$ cat src/rtl/i_ram_boot_pkg.sv
// Shared definitions for the instruction-RAM boot loader.
// Contents: FSM state encoding (3 bits), default idle timeout, byte order.
// Optional macro I_RAM_BOOT_CHECKSUM_EN adds the StChk state.
package i_ram_boot_pkg;

  typedef enum logic [2:0] {
    StRun   = 3'd0,
    StCntLo = 3'd1,
    StCntHi = 3'd2,
    StDatLo = 3'd3,
    StDatHi = 3'd4
`ifdef I_RAM_BOOT_CHECKSUM_EN
    , StChk = 3'd5
`endif
  } state_e;

  localparam logic [23:0] TimeoutDefault = 24'd12_000_000;

  // Multi-byte fields (word count and data words) arrive least significant byte first.
  localparam bit LsbFirst = 1'b1;

endpackage

$ cat src/rtl/i_ram_boot_if.sv
// Bus bundle between the boot controller and its surroundings.
// master: controller view (byte stream + CPU fetch in, RAM ports + status out).
// slave : environment view (opposite directions).
interface i_ram_boot_if #(
  parameter int unsigned addr_width = 12,
  parameter int unsigned data_width = 16
);
  logic                  boot_req;
  logic [7:0]            rx_data;
  logic                  rx_valid;
  logic                  rx_ready;
  logic [addr_width-1:0] cpu_addr;
  logic                  cpu_rd_en;
  logic                  cpu_rst_n;
  logic [addr_width-1:0] ram_w_addr;
  logic [data_width-1:0] ram_din;
  logic                  ram_w_en;
  logic [addr_width-1:0] ram_r_addr;
  logic                  ram_r_en;
  logic                  load_done;
  logic                  load_err;

  modport master (
    input  boot_req, rx_data, rx_valid, cpu_addr, cpu_rd_en,
    output rx_ready, cpu_rst_n, ram_w_addr, ram_din, ram_w_en, ram_r_addr, ram_r_en,
           load_done, load_err
  );

  modport slave (
    output boot_req, rx_data, rx_valid, cpu_addr, cpu_rd_en,
    input  rx_ready, cpu_rst_n, ram_w_addr, ram_din, ram_w_en, ram_r_addr, ram_r_en,
           load_done, load_err
  );
endinterface

$ cat src/rtl/i_ram_boot_timer.sv
// Idle counter for the boot loader.
// Ports: clk, rst_n (async active-low), i_clr (zero the count), i_run (count while set),
//        o_expired (count has reached TIMEOUT while running).
module i_ram_boot_timer
  import i_ram_boot_pkg::*;
#(
  parameter logic [23:0] TIMEOUT = TimeoutDefault
) (
  input  logic clk,
  input  logic rst_n,
  input  logic i_clr,
  input  logic i_run,
  output logic o_expired
);
  logic [23:0] r_cnt;

  // Saturates at TIMEOUT so o_expired stays up until cleared.
  always_ff @(posedge clk or negedge rst_n) begin
    if (!rst_n) begin
      r_cnt <= '0;
    end else if (i_clr) begin
      r_cnt <= '0;
    end else if (i_run && (r_cnt != TIMEOUT)) begin
      r_cnt <= r_cnt + 24'd1;
    end
  end

  assign o_expired = i_run & (r_cnt == TIMEOUT);
endmodule

$ cat src/rtl/i_ram_boot_ctrl.sv
// Instruction-RAM boot/load controller.
// Receives a byte stream (count N, then 2N data bytes), writes N 16-bit words to the RAM
// write port, holds the CPU in reset while loading and routes CPU fetches to the RAM read
// port while running.
// Ports: clk, rst_n (async active-low), io_bus (i_ram_boot_if.master: boot_req, rx_*, cpu_*,
//        ram_*, load_done, load_err).
// Optional macro I_RAM_BOOT_CHECKSUM_EN: a trailing modulo-256 checksum byte is required.
module i_ram_boot_ctrl
  import i_ram_boot_pkg::*;
#(
  parameter int unsigned addr_width    = 12,
  parameter int unsigned data_width    = 16,
  parameter bit          BOOT_ON_RESET = 1'b1,
  parameter logic [23:0] TIMEOUT       = TimeoutDefault
) (
  input logic            clk,
  input logic            rst_n,
  i_ram_boot_if.master   io_bus
);
  state_e                r_state, w_state_d;
  logic                  r_rx_ready, w_rx_ready_d;
  logic [15:0]           r_n, w_n_d;
  logic [15:0]           r_idx, w_idx_d;
  logic [7:0]            r_lo, w_lo_d;
  logic [addr_width-1:0] r_k, w_k_d;
  logic [addr_width-1:0] r_w_addr, w_w_addr_d;
  logic [data_width-1:0] r_din, w_din_d;
  logic                  r_w_en, w_w_en_d;
  logic                  r_cpu_rst_n, w_cpu_rst_n_d;
  logic                  r_done, w_done_d;
  logic                  r_err, w_err_d;
  // Set on the last data byte: release the CPU one cycle after the final write.
  logic                  r_pend, w_pend_d;
`ifdef I_RAM_BOOT_CHECKSUM_EN
  logic [7:0]            r_sum, w_sum_d;
`endif
  logic                  w_accept, w_expired, w_tmr_clr, w_tmr_run;
  logic [15:0]           w_n_full, w_word;

  assign w_accept  = io_bus.rx_valid & r_rx_ready;
  assign w_tmr_run = (r_state != StRun);
  assign w_tmr_clr = (r_state == StRun) | w_accept;
  assign w_n_full  = LsbFirst ? {io_bus.rx_data, r_n[7:0]} : {r_n[15:8], io_bus.rx_data};
  assign w_word    = LsbFirst ? {io_bus.rx_data, r_lo} : {r_lo, io_bus.rx_data};

  i_ram_boot_timer #(
    .TIMEOUT (TIMEOUT)
  ) u_timer (
    .clk       (clk),
    .rst_n     (rst_n),
    .i_clr     (w_tmr_clr),
    .i_run     (w_tmr_run),
    .o_expired (w_expired)
  );

  always_comb begin
    w_state_d     = r_state;
    w_n_d         = r_n;
    w_idx_d       = r_idx;
    w_lo_d        = r_lo;
    w_k_d         = r_k;
    w_w_addr_d    = r_w_addr;
    w_din_d       = r_din;
    w_w_en_d      = 1'b0;
    w_cpu_rst_n_d = r_cpu_rst_n;
    w_done_d      = 1'b0;
    w_err_d       = r_err;
    w_pend_d      = 1'b0;
`ifdef I_RAM_BOOT_CHECKSUM_EN
    w_sum_d       = r_sum;
`endif
    unique case (r_state)
      StRun: begin
        if (r_pend) begin
          w_cpu_rst_n_d = 1'b1;
          w_done_d      = 1'b1;
        end else if (io_bus.boot_req) begin
          w_cpu_rst_n_d = 1'b0;
          w_err_d       = 1'b0;
          w_k_d         = '0;
          w_idx_d       = '0;
          w_state_d     = StCntLo;
`ifdef I_RAM_BOOT_CHECKSUM_EN
          w_sum_d       = '0;
`endif
        end
      end
      StCntLo: begin
        if (w_accept) begin
          w_n_d     = LsbFirst ? {8'h00, io_bus.rx_data} : {io_bus.rx_data, 8'h00};
          w_state_d = StCntHi;
        end
      end
      StCntHi: begin
        if (w_accept) begin
          w_n_d = w_n_full;
          if (w_n_full == 16'd0) begin
            w_state_d     = StRun;
            w_cpu_rst_n_d = 1'b1;
            w_done_d      = 1'b1;
          end else begin
            w_state_d = StDatLo;
          end
        end
      end
      StDatLo: begin
        if (w_accept) begin
          w_lo_d    = io_bus.rx_data;
          w_state_d = StDatHi;
`ifdef I_RAM_BOOT_CHECKSUM_EN
          w_sum_d   = r_sum + io_bus.rx_data;
`endif
        end
      end
      StDatHi: begin
        if (w_accept) begin
          w_w_en_d   = 1'b1;
          w_din_d    = w_word;
          w_w_addr_d = r_k;
          w_k_d      = r_k + addr_width'(1);
          w_idx_d    = r_idx + 16'd1;
`ifdef I_RAM_BOOT_CHECKSUM_EN
          w_sum_d    = r_sum + io_bus.rx_data;
`endif
          if (r_idx == r_n - 16'd1) begin
`ifdef I_RAM_BOOT_CHECKSUM_EN
            w_state_d = StChk;
`else
            w_state_d = StRun;
            w_pend_d  = 1'b1;
`endif
          end else begin
            w_state_d = StDatLo;
          end
        end
      end
`ifdef I_RAM_BOOT_CHECKSUM_EN
      StChk: begin
        if (w_accept) begin
          w_state_d = StRun;
          if (io_bus.rx_data == r_sum) begin
            w_cpu_rst_n_d = 1'b1;
            w_done_d      = 1'b1;
          end else begin
            // CPU stays in reset until a later load succeeds.
            w_err_d = 1'b1;
          end
        end
      end
`endif
      default: w_state_d = StRun;
    endcase

    // An accepted byte restarts the idle window, so it wins over an expiry in the same cycle.
    if (w_expired && !w_accept) begin
      w_state_d     = StRun;
      w_err_d       = 1'b1;
      w_cpu_rst_n_d = 1'b1;
      w_w_en_d      = 1'b0;
      w_done_d      = 1'b0;
    end

    w_rx_ready_d = (w_state_d != StRun);
  end

  always_ff @(posedge clk or negedge rst_n) begin
    if (!rst_n) begin
      r_state     <= BOOT_ON_RESET ? StCntLo : StRun;
      r_rx_ready  <= 1'b0;
      r_n         <= '0;
      r_idx       <= '0;
      r_lo        <= '0;
      r_k         <= '0;
      r_w_addr    <= '0;
      r_din       <= '0;
      r_w_en      <= 1'b0;
      r_cpu_rst_n <= !BOOT_ON_RESET;
      r_done      <= 1'b0;
      r_err       <= 1'b0;
      r_pend      <= 1'b0;
`ifdef I_RAM_BOOT_CHECKSUM_EN
      r_sum       <= '0;
`endif
    end else begin
      r_state     <= w_state_d;
      r_rx_ready  <= w_rx_ready_d;
      r_n         <= w_n_d;
      r_idx       <= w_idx_d;
      r_lo        <= w_lo_d;
      r_k         <= w_k_d;
      r_w_addr    <= w_w_addr_d;
      r_din       <= w_din_d;
      r_w_en      <= w_w_en_d;
      r_cpu_rst_n <= w_cpu_rst_n_d;
      r_done      <= w_done_d;
      r_err       <= w_err_d;
      r_pend      <= w_pend_d;
`ifdef I_RAM_BOOT_CHECKSUM_EN
      r_sum       <= w_sum_d;
`endif
    end
  end

  assign io_bus.rx_ready   = r_rx_ready;
  assign io_bus.cpu_rst_n  = r_cpu_rst_n;
  assign io_bus.ram_w_addr = r_w_addr;
  assign io_bus.ram_din    = r_din;
  assign io_bus.ram_w_en   = r_w_en;
  assign io_bus.load_done  = r_done;
  assign io_bus.load_err   = r_err;
  // Fetch path is combinational so the CPU sees RAM with no added latency.
  assign io_bus.ram_r_addr = io_bus.cpu_addr;
  assign io_bus.ram_r_en   = (r_state == StRun) & io_bus.cpu_rd_en;
endmodule
$ cat src/flat_wrapper.sv
// flat-port wrapper written by rule: the top's interface ports become plain ports
module i_ram_boot_ctrl_flat import i_ram_boot_pkg::*;
#(
  parameter int unsigned addr_width    = 12,
  parameter int unsigned data_width    = 16,
  parameter bit          BOOT_ON_RESET = 1'b1,
  parameter logic [23:0] TIMEOUT       = TimeoutDefault
)
  (clk, rst_n, io_bus_boot_req, io_bus_rx_data, io_bus_rx_valid, io_bus_cpu_addr, io_bus_cpu_rd_en, io_bus_rx_ready, io_bus_cpu_rst_n, io_bus_ram_w_addr, io_bus_ram_din, io_bus_ram_w_en, io_bus_ram_r_addr, io_bus_ram_r_en, io_bus_load_done, io_bus_load_err);
  i_ram_boot_if #(.addr_width(addr_width), .data_width(data_width)) io_bus_i ();
  input logic clk;
  input logic rst_n;
  input wire logic [$bits(io_bus_i.boot_req)-1:0] io_bus_boot_req;
  input wire logic [$bits(io_bus_i.rx_data)-1:0] io_bus_rx_data;
  input wire logic [$bits(io_bus_i.rx_valid)-1:0] io_bus_rx_valid;
  input wire logic [$bits(io_bus_i.cpu_addr)-1:0] io_bus_cpu_addr;
  input wire logic [$bits(io_bus_i.cpu_rd_en)-1:0] io_bus_cpu_rd_en;
  output wire logic [$bits(io_bus_i.rx_ready)-1:0] io_bus_rx_ready;
  output wire logic [$bits(io_bus_i.cpu_rst_n)-1:0] io_bus_cpu_rst_n;
  output wire logic [$bits(io_bus_i.ram_w_addr)-1:0] io_bus_ram_w_addr;
  output wire logic [$bits(io_bus_i.ram_din)-1:0] io_bus_ram_din;
  output wire logic [$bits(io_bus_i.ram_w_en)-1:0] io_bus_ram_w_en;
  output wire logic [$bits(io_bus_i.ram_r_addr)-1:0] io_bus_ram_r_addr;
  output wire logic [$bits(io_bus_i.ram_r_en)-1:0] io_bus_ram_r_en;
  output wire logic [$bits(io_bus_i.load_done)-1:0] io_bus_load_done;
  output wire logic [$bits(io_bus_i.load_err)-1:0] io_bus_load_err;
  assign io_bus_i.boot_req = io_bus_boot_req;
  assign io_bus_i.rx_data = io_bus_rx_data;
  assign io_bus_i.rx_valid = io_bus_rx_valid;
  assign io_bus_i.cpu_addr = io_bus_cpu_addr;
  assign io_bus_i.cpu_rd_en = io_bus_cpu_rd_en;
  assign io_bus_rx_ready = io_bus_i.rx_ready;
  assign io_bus_cpu_rst_n = io_bus_i.cpu_rst_n;
  assign io_bus_ram_w_addr = io_bus_i.ram_w_addr;
  assign io_bus_ram_din = io_bus_i.ram_din;
  assign io_bus_ram_w_en = io_bus_i.ram_w_en;
  assign io_bus_ram_r_addr = io_bus_i.ram_r_addr;
  assign io_bus_ram_r_en = io_bus_i.ram_r_en;
  assign io_bus_load_done = io_bus_i.load_done;
  assign io_bus_load_err = io_bus_i.load_err;
  i_ram_boot_ctrl #(.addr_width(addr_width), .data_width(data_width), .BOOT_ON_RESET(BOOT_ON_RESET), .TIMEOUT(TIMEOUT)) u_core (.clk(clk), .rst_n(rst_n), .io_bus(io_bus_i));
endmodule
$ cat config.mk
export PLATFORM = sky130hd
export DESIGN_NAME = i_ram_boot_ctrl_flat
export DESIGN_NICKNAME = d
export VERILOG_FILES = /design/src/rtl/i_ram_boot_pkg.sv /design/src/rtl/i_ram_boot_if.sv /design/src/rtl/i_ram_boot_timer.sv /design/src/rtl/i_ram_boot_ctrl.sv /design/src/flat_wrapper.sv
export SDC_FILE = /design/constraint.sdc
export NUM_CORES = 1
export LEC_CHECK = 0
export ABC_AREA = 1
export BUFFER_PORTS_ARGS = -buffer_cell sky130_fd_sc_hd__buf_4
export CORE_AREA = 4 4 112 114
export DETAILED_ROUTE_END_ITERATION = 7
export DIE_AREA = 0 0 116 118
export GPL_ROUTABILITY_DRIVEN = 1
export PLACE_DENSITY_LB_ADDON = 0.3
export SYNTH_ARGS = -nofsm -noshare
export SYNTH_HDL_FRONTEND = slang
export SYNTH_SLANG_ARGS = --single-unit
$ cat constraint.sdc
create_clock -name clk -period 2.5 [get_ports clk]
set_clock_uncertainty 0.05 [all_clocks]
set_input_delay 0.5 -clock clk [delete_from_list [all_inputs] [get_ports clk]]
set_output_delay 0.5 -clock clk [all_outputs]
set_load 0.03 [all_outputs]
Word-level counts from Yosys, hierarchy flattened
Index checks and enable logic that the tools add are counted.

Add/subtract/negate cells: 4. Equality and inequality tests: 16. Muxes and demuxes: 43. Bitwise operators: 5. Reductions and logical operators: 20.

Operators with widths (number): $mux 16 (5); $pmux 16 s2 (2); $mux 24 (2); $mux 12 (3); $add 24x1->24 const B (1); $eq 24x24->1 const B (1); $ne 24x24->1 const B (1); $pmux 12 s2 (1); $mux 3 (7); $mux 1 (18); $add 16x1->16 const B (1); $eq 16x16->1 (1); $logic_not 16->1 (1); $sub 16x1->16 const B (1); $pmux 3 s5 (1); $add 12x1->12 const B (1); $reduce_bool 2->1 (5); $reduce_and 3->1 (3); $reduce_bool 3->1 (3); $reduce_and 4->1 (2); $eq 3x2->1 const B (2); $ne 2x1->1 const B (3); $ne 2x2->1 const B (3); $ne 3x1->1 const B (2); other kinds (12) (18).

Register bits after elaboration: 113. Input port bits: 25. Output and inout port bits: 46. Word-level logic and storage cells: 103.

Longest topological paths before layout
Depth after elaboration: 7. Gate-level depth with buffers: 16.

Cells and area by module
From an unflattened synthesis, not the netlist that was laid out.

Cell total of the unflattened synthesis: 846. Area total of the unflattened synthesis: 6388.6 um2.

By module, submodules not included: i_ram_boot_ctrl (times used 1, cells each 577, area each 4630.7 um2, seq. area each 2228.4 um2); i_ram_boot_timer (times used 1, cells each 269, area each 1757.9 um2, seq. area each 600.6 um2).

Worst setup path before layout
Ideal clock, no wire load.

Kind: reg-to-reg. Start: reg u_core.r_rx_ready, in the netlist u_core.io_bus.rx_ready. End: reg u_core.r_rx_ready, in the netlist u_core.io_bus.rx_ready. Library setup time: 0.125 ns. Arrival time: 1.666 ns. Data required time: 2.325 ns. Setup slack: 0.659 ns. Cell stages (with the launch flop): 9. Path buffers: 0. Clock period less this slack: 1.841 ns. Cells stage by stage: dfrtp_1 > nand2_1 > clkinv_1 > nor2_1 > inv_2 > a21oi_1 > inv_1 > nand2_1 > nand3_1.

Cells in the longest elaborated chain, start to end: 5. Elaborated cells on any way between the ends: 10.

RTL lines: start, declared (RTL line i_ram_boot_ctrl.sv:21) `logic r_rx_ready, w_rx_ready_d;`; start signal, assigned (RTL line i_ram_boot_ctrl.sv:186) `r_rx_ready <= w_rx_ready_d;`; $and 1x1->1 (*) (RTL line i_ram_boot_ctrl.sv:40) `assign w_accept = io_bus.rx_valid & r_rx_ready;`; $mux 3, or another cell as far along (RTL line i_ram_boot_ctrl.sv:116) `if (w_accept) begin`; $pmux 3 s5 or $logic_and 1x1->1 (tied branches) (RTL line i_ram_boot_ctrl.sv:72, i_ram_boot_ctrl.sv:155); $mux 3 (*) (RTL line i_ram_boot_ctrl.sv:155) `if (w_expired && !w_accept) begin`; $reduce_bool 3->1 (*) (RTL line i_ram_boot_ctrl.sv:163) `w_rx_ready_d = (w_state_d != StRun);`; via u_core.w_rx_ready_d (RTL line i_ram_boot_ctrl.sv:21).

The timed path passes the listed nets; every way through them passes the cells marked *. A chain may end at the register's enable or synchronous reset.

Worst setup path after layout
Start: reg u_core.r_n[0]. End: reg u_core.r_rx_ready, in the netlist u_core.io_bus.rx_ready.

Cells in the longest elaborated chain, start to end: 7. Elaborated cells on any way between the ends: 10.

RTL lines: start, declared (RTL line i_ram_boot_ctrl.sv:22) `logic [15:0] r_n, w_n_d;`; start signal, assigned (RTL line i_ram_boot_ctrl.sv:187) `r_n <= w_n_d;`; $sub 16x1->16 (RTL line i_ram_boot_ctrl.sv:125) `if (r_idx == r_n - 16'd1) begin`; $eq 16x16->1 (RTL line i_ram_boot_ctrl.sv:125); $mux 2 (RTL line i_ram_boot_ctrl.sv:125); $mux 3 (RTL line i_ram_boot_ctrl.sv:116); $pmux 3 s5 (*) (RTL line i_ram_boot_ctrl.sv:72) `unique case (r_state)`; $mux 3 (*) (RTL line i_ram_boot_ctrl.sv:155); $reduce_bool 3->1 (*) (RTL line i_ram_boot_ctrl.sv:163); via u_core.w_rx_ready_d (RTL line i_ram_boot_ctrl.sv:21).

Marked as above.

==> reports/metrics.cfg <==
[clock_network]
clk_pin_slew_ns=0.05
clkSinkCount=113
root_buffer=clkbuf_16
cts_tree=built
post_cts_resized=0
insertion_delay_ns=0.42
cts_buffers=17
ctsLongestPathBuffers=2
cts_max_level=4

[power_and_ir_drop]
ir_worst_vdd_mv=0.596
total_power_mw=6.94
p_leak_nw=3.35
power.density_nw_per_um2=1020

[sta]
holdWs_ns=0.293
rsz0062_at_grt=no
tns_ns=0
timing.final.crit_share_pct=86.7
fmax_mhz=461
slew_headroom_pct=58.2
hold_violations=0
finalSetupViolCount=0
finalWorstSetupSlack_ns=0.332
worstMarginPinSlew_ns=0.626
slew_viol_final=0
finalCriticalPeriod_ns=2.17

[floorplanning]
die_x_um=116
die_y_um=118
core_um2=11400
io_pins=71
initial_core_util_pct=50.6
rows=39
design.die.area_um2=13700

[detailed_routing]
antenna_left=0
vias=4960
drc_errors=0
drtIter0Drc=393
routed_via_density=5.37
wire_per_inst_um=14.8
first_pass_iters=5
routed_wirelength_um=13700

[layout]
syn_to_final_growth_pct=17.9
n_antenna_cell=0
nets=798
post-route-util_pct=59.7
design_area_um2=6820
final_cells=924
layout-drive-gt1-share_pct=14.1

[global_route]
overflow=0
grt_pass1_wl_um=23200
grtUsageTotal_pct=21.5
grt_max_degree=57
grt_pass1_vias=4871
antenna_found_initial=0

[logic_synthesis]
ys_ff_latch=113
synthDistinctLibCells=45
synth-seq-area-share_pct=48.9
avgSynthCellArea_um2=8.05
syn-num-nets=748
async_reset_ff_share_pct=100
ys.flop_type=dfrtp_1
syn_inst=718
ys_warn_count=0
synth_edf_count=0
netlist_area_um2=5780

[min_path]
hold_class=in -> reg

[placed_design]
dp_cells=891
place.gp.congestion=0.901
hpwl_um=9860
dp_slack_ns=0.360
postPlaceCellArea_um2=6230
numPortBuffers=46

[setup_path]
crit_path_frequent_cell=nand2_1
cp.required_ns=2.75
crit_slowest_cell=dfrtp_1
reg2reg_slack_ns=0.33
critPathMaxFanout=5
cp-start-kind=flip-flop
cp.arrival_ns=2.42
critical-path-max-stage-delay_ns=0.38
path_cells=inv_1 -> ha_1 -> nand2_1 -> nor2_1 -> o21ai_0 -> nand2_1 -> nand3_1 -> nor2_1 -> nand2_1 -> nor2_1 -> nand2_1 -> nand2_1 -> nand2_1 -> nand2_1 -> nand3_1
critPathKind=reg -> reg
crit_path_end_kind=flip-flop

[job]
drv_cap=0

[run_status]
outcome=finished clean

==> power breakdown <==
group / switching (mW) / internal, mW / leakage (nW)
Clock: 0.817 / 1.54 / 0.275
Combinational: 1.39 / 0.741 / 1.54
Sequential: 0.290 / 2.16 / 1.54
Total: 2.49 / 4.44 / 3.35
==> metal layers <==
layer  wire length [um]  GRT usage, %  vias to the layer above  part of all wire (%)
met3                909          5.24                       27                   6.6
met4                305          8.41                        0                   2.2
met5                  0             0                        -                     0
met1               6200          29.2                     2343                    45
met2               6290          32.9                      167                    46
li1                   -             -                     2423                     -
==> placed cells by master, fill, tap and decap left out, types with 2 or more instances in the layout <==
| cell | n |
|---|---|
| nand2_1 | 159 |
| dfrtp_1 | 112 |
| inv_1 | 96 |
| o21ai_0 | 69 |
| nor2_1 | 68 |
| buf_4 | 53 |
| nand3_1 | 36 |
| a21oi_1 | 32 |
| nor3_1 | 20 |
| clkbuf_16 | 17 |
| xor2_1 | 15 |
| nand4_1 | 12 |
| nor2_2 | 8 |
| nor4_1 | 7 |
| clkbuf_1 | 6 |
| inv_2 | 5 |
| a211oi_1 | 5 |
| ha_1 | 5 |
| o21ai_1 | 4 |
| o22ai_1 | 4 |
| a31oi_1 | 4 |
| nand3b_1 | 3 |
| nand2_2 | 3 |
| o21a_1 | 3 |
| nor2_4 | 3 |
| clkbuf_8 | 3 |
| xnor2_1 | 2 |
| nand3_2 | 2 |
| nor3_2 | 2 |
| clkinv_2 | 2 |
| bufinv_16 | 2 |
| clkinvlp_4 | 2 |
==> cell type report <==
| cell class | instances | area (um2) |
|---|---|---|
| Sequential cell | 113 | 2830 |
| Clock buffer | 26 | 489 |
| Tap cell | 143 | 179 |
| Multi-Input combinational cell | 479 | 2420 |
| Fill cell | 1015 | 4600 |
| Timing Repair Buffer | 55 | 428 |
| Clock inverter | 6 | 85.1 |
| Inverter | 102 | 383 |
==> path summary, 6_finish.rpt <==
kind                                    from                       end  cells after the start
max                            u_core.r_n[0]    u_core.io_bus.rx_ready                     15
max in group asynchronous              rst_n             u_core.r_n[4]                      3
min reg2reg                   u_core.r_lo[2]  u_core.io_bus.ram_din[2]                      2
min in group asynchronous              rst_n    u_core.io_bus.rx_ready                      2
max reg2reg                    u_core.r_n[0]    u_core.io_bus.rx_ready                     15
min                        io_bus_rx_data[3]             u_core.r_n[3]                      3
==> synthesized netlist by cell type (2+ instances only) <==
cell	n	share of area, %
nand2_1	159	10
nor3_2	2	0.35
nand4_1	12	1.3
nand3_2	2	0.35
o21ai_1	4	0.35
nor2_4	3	0.58
o21ai_0	69	6.0
nand3b_1	3	0.39
a31oi_1	4	0.43
nor4_1	7	0.76
buf_4	12	1.6
inv_2	5	0.32
a21oi_1	32	2.8
inv_1	96	6.2
nand2_2	3	0.32
xor2_1	15	2.3
o21a_1	3	0.39
buf_2	4	0.35
nor2_2	8	0.87
nor3_1	20	1.7
o22ai_1	4	0.43
xnor2_1	2	0.30
a211oi_1	5	0.65
dfrtp_1	112	48
ha_1	5	1.1
nand3_1	36	3.1
clkbuf_1	6	0.39
nor2_1	68	4.4
==> logic make-up (layout without fill, tap and decap cells) <==
group                    Yosys count  count (layout)  share of synthesized area, %
adder cells (fa/ha/maj)            5               5                          1.08
flip-flops                       113             113                          48.9
AO/OA/AOI/OAI                    127             127                          11.9
buffers and inverters            126             189                          9.18
AND/OR/NAND/NOR                  330             330                          26.3
XOR/XNOR                          17              17                          2.58
==> repair_timing <==
item	4_1_cts	5_1_grt
endpoints found under the hold margin	32	0
setup buffers	0	0
hold buffers	1	0
==> state kept, by name (all words and copies together), names as in the netlist <==
name,count
u_core.io_bus.ram_w_addr,12
u_core.io_bus.load_err,1
u_core.r_state,3
u_core.r_n,16
u_core.u_timer.r_cnt,24
u_core.r_k,12
u_core.io_bus.rx_ready,1
u_core.r_lo,8
u_core.r_pend,1
u_core.io_bus.ram_w_en,1
u_core.io_bus.cpu_rst_n,1
u_core.r_idx,16
u_core.io_bus.load_done,1
u_core.io_bus.ram_din,16
==> critical path, delay by kind of cell, from the launching register on <==
kind            cells  cell delay, ns
simple gates       12            1.13
fa+ha+maj           1            0.23
flops               1            0.38
compound gates      1            0.14
buf+inv             1            0.13
Power figures use the tool's default switching activity.
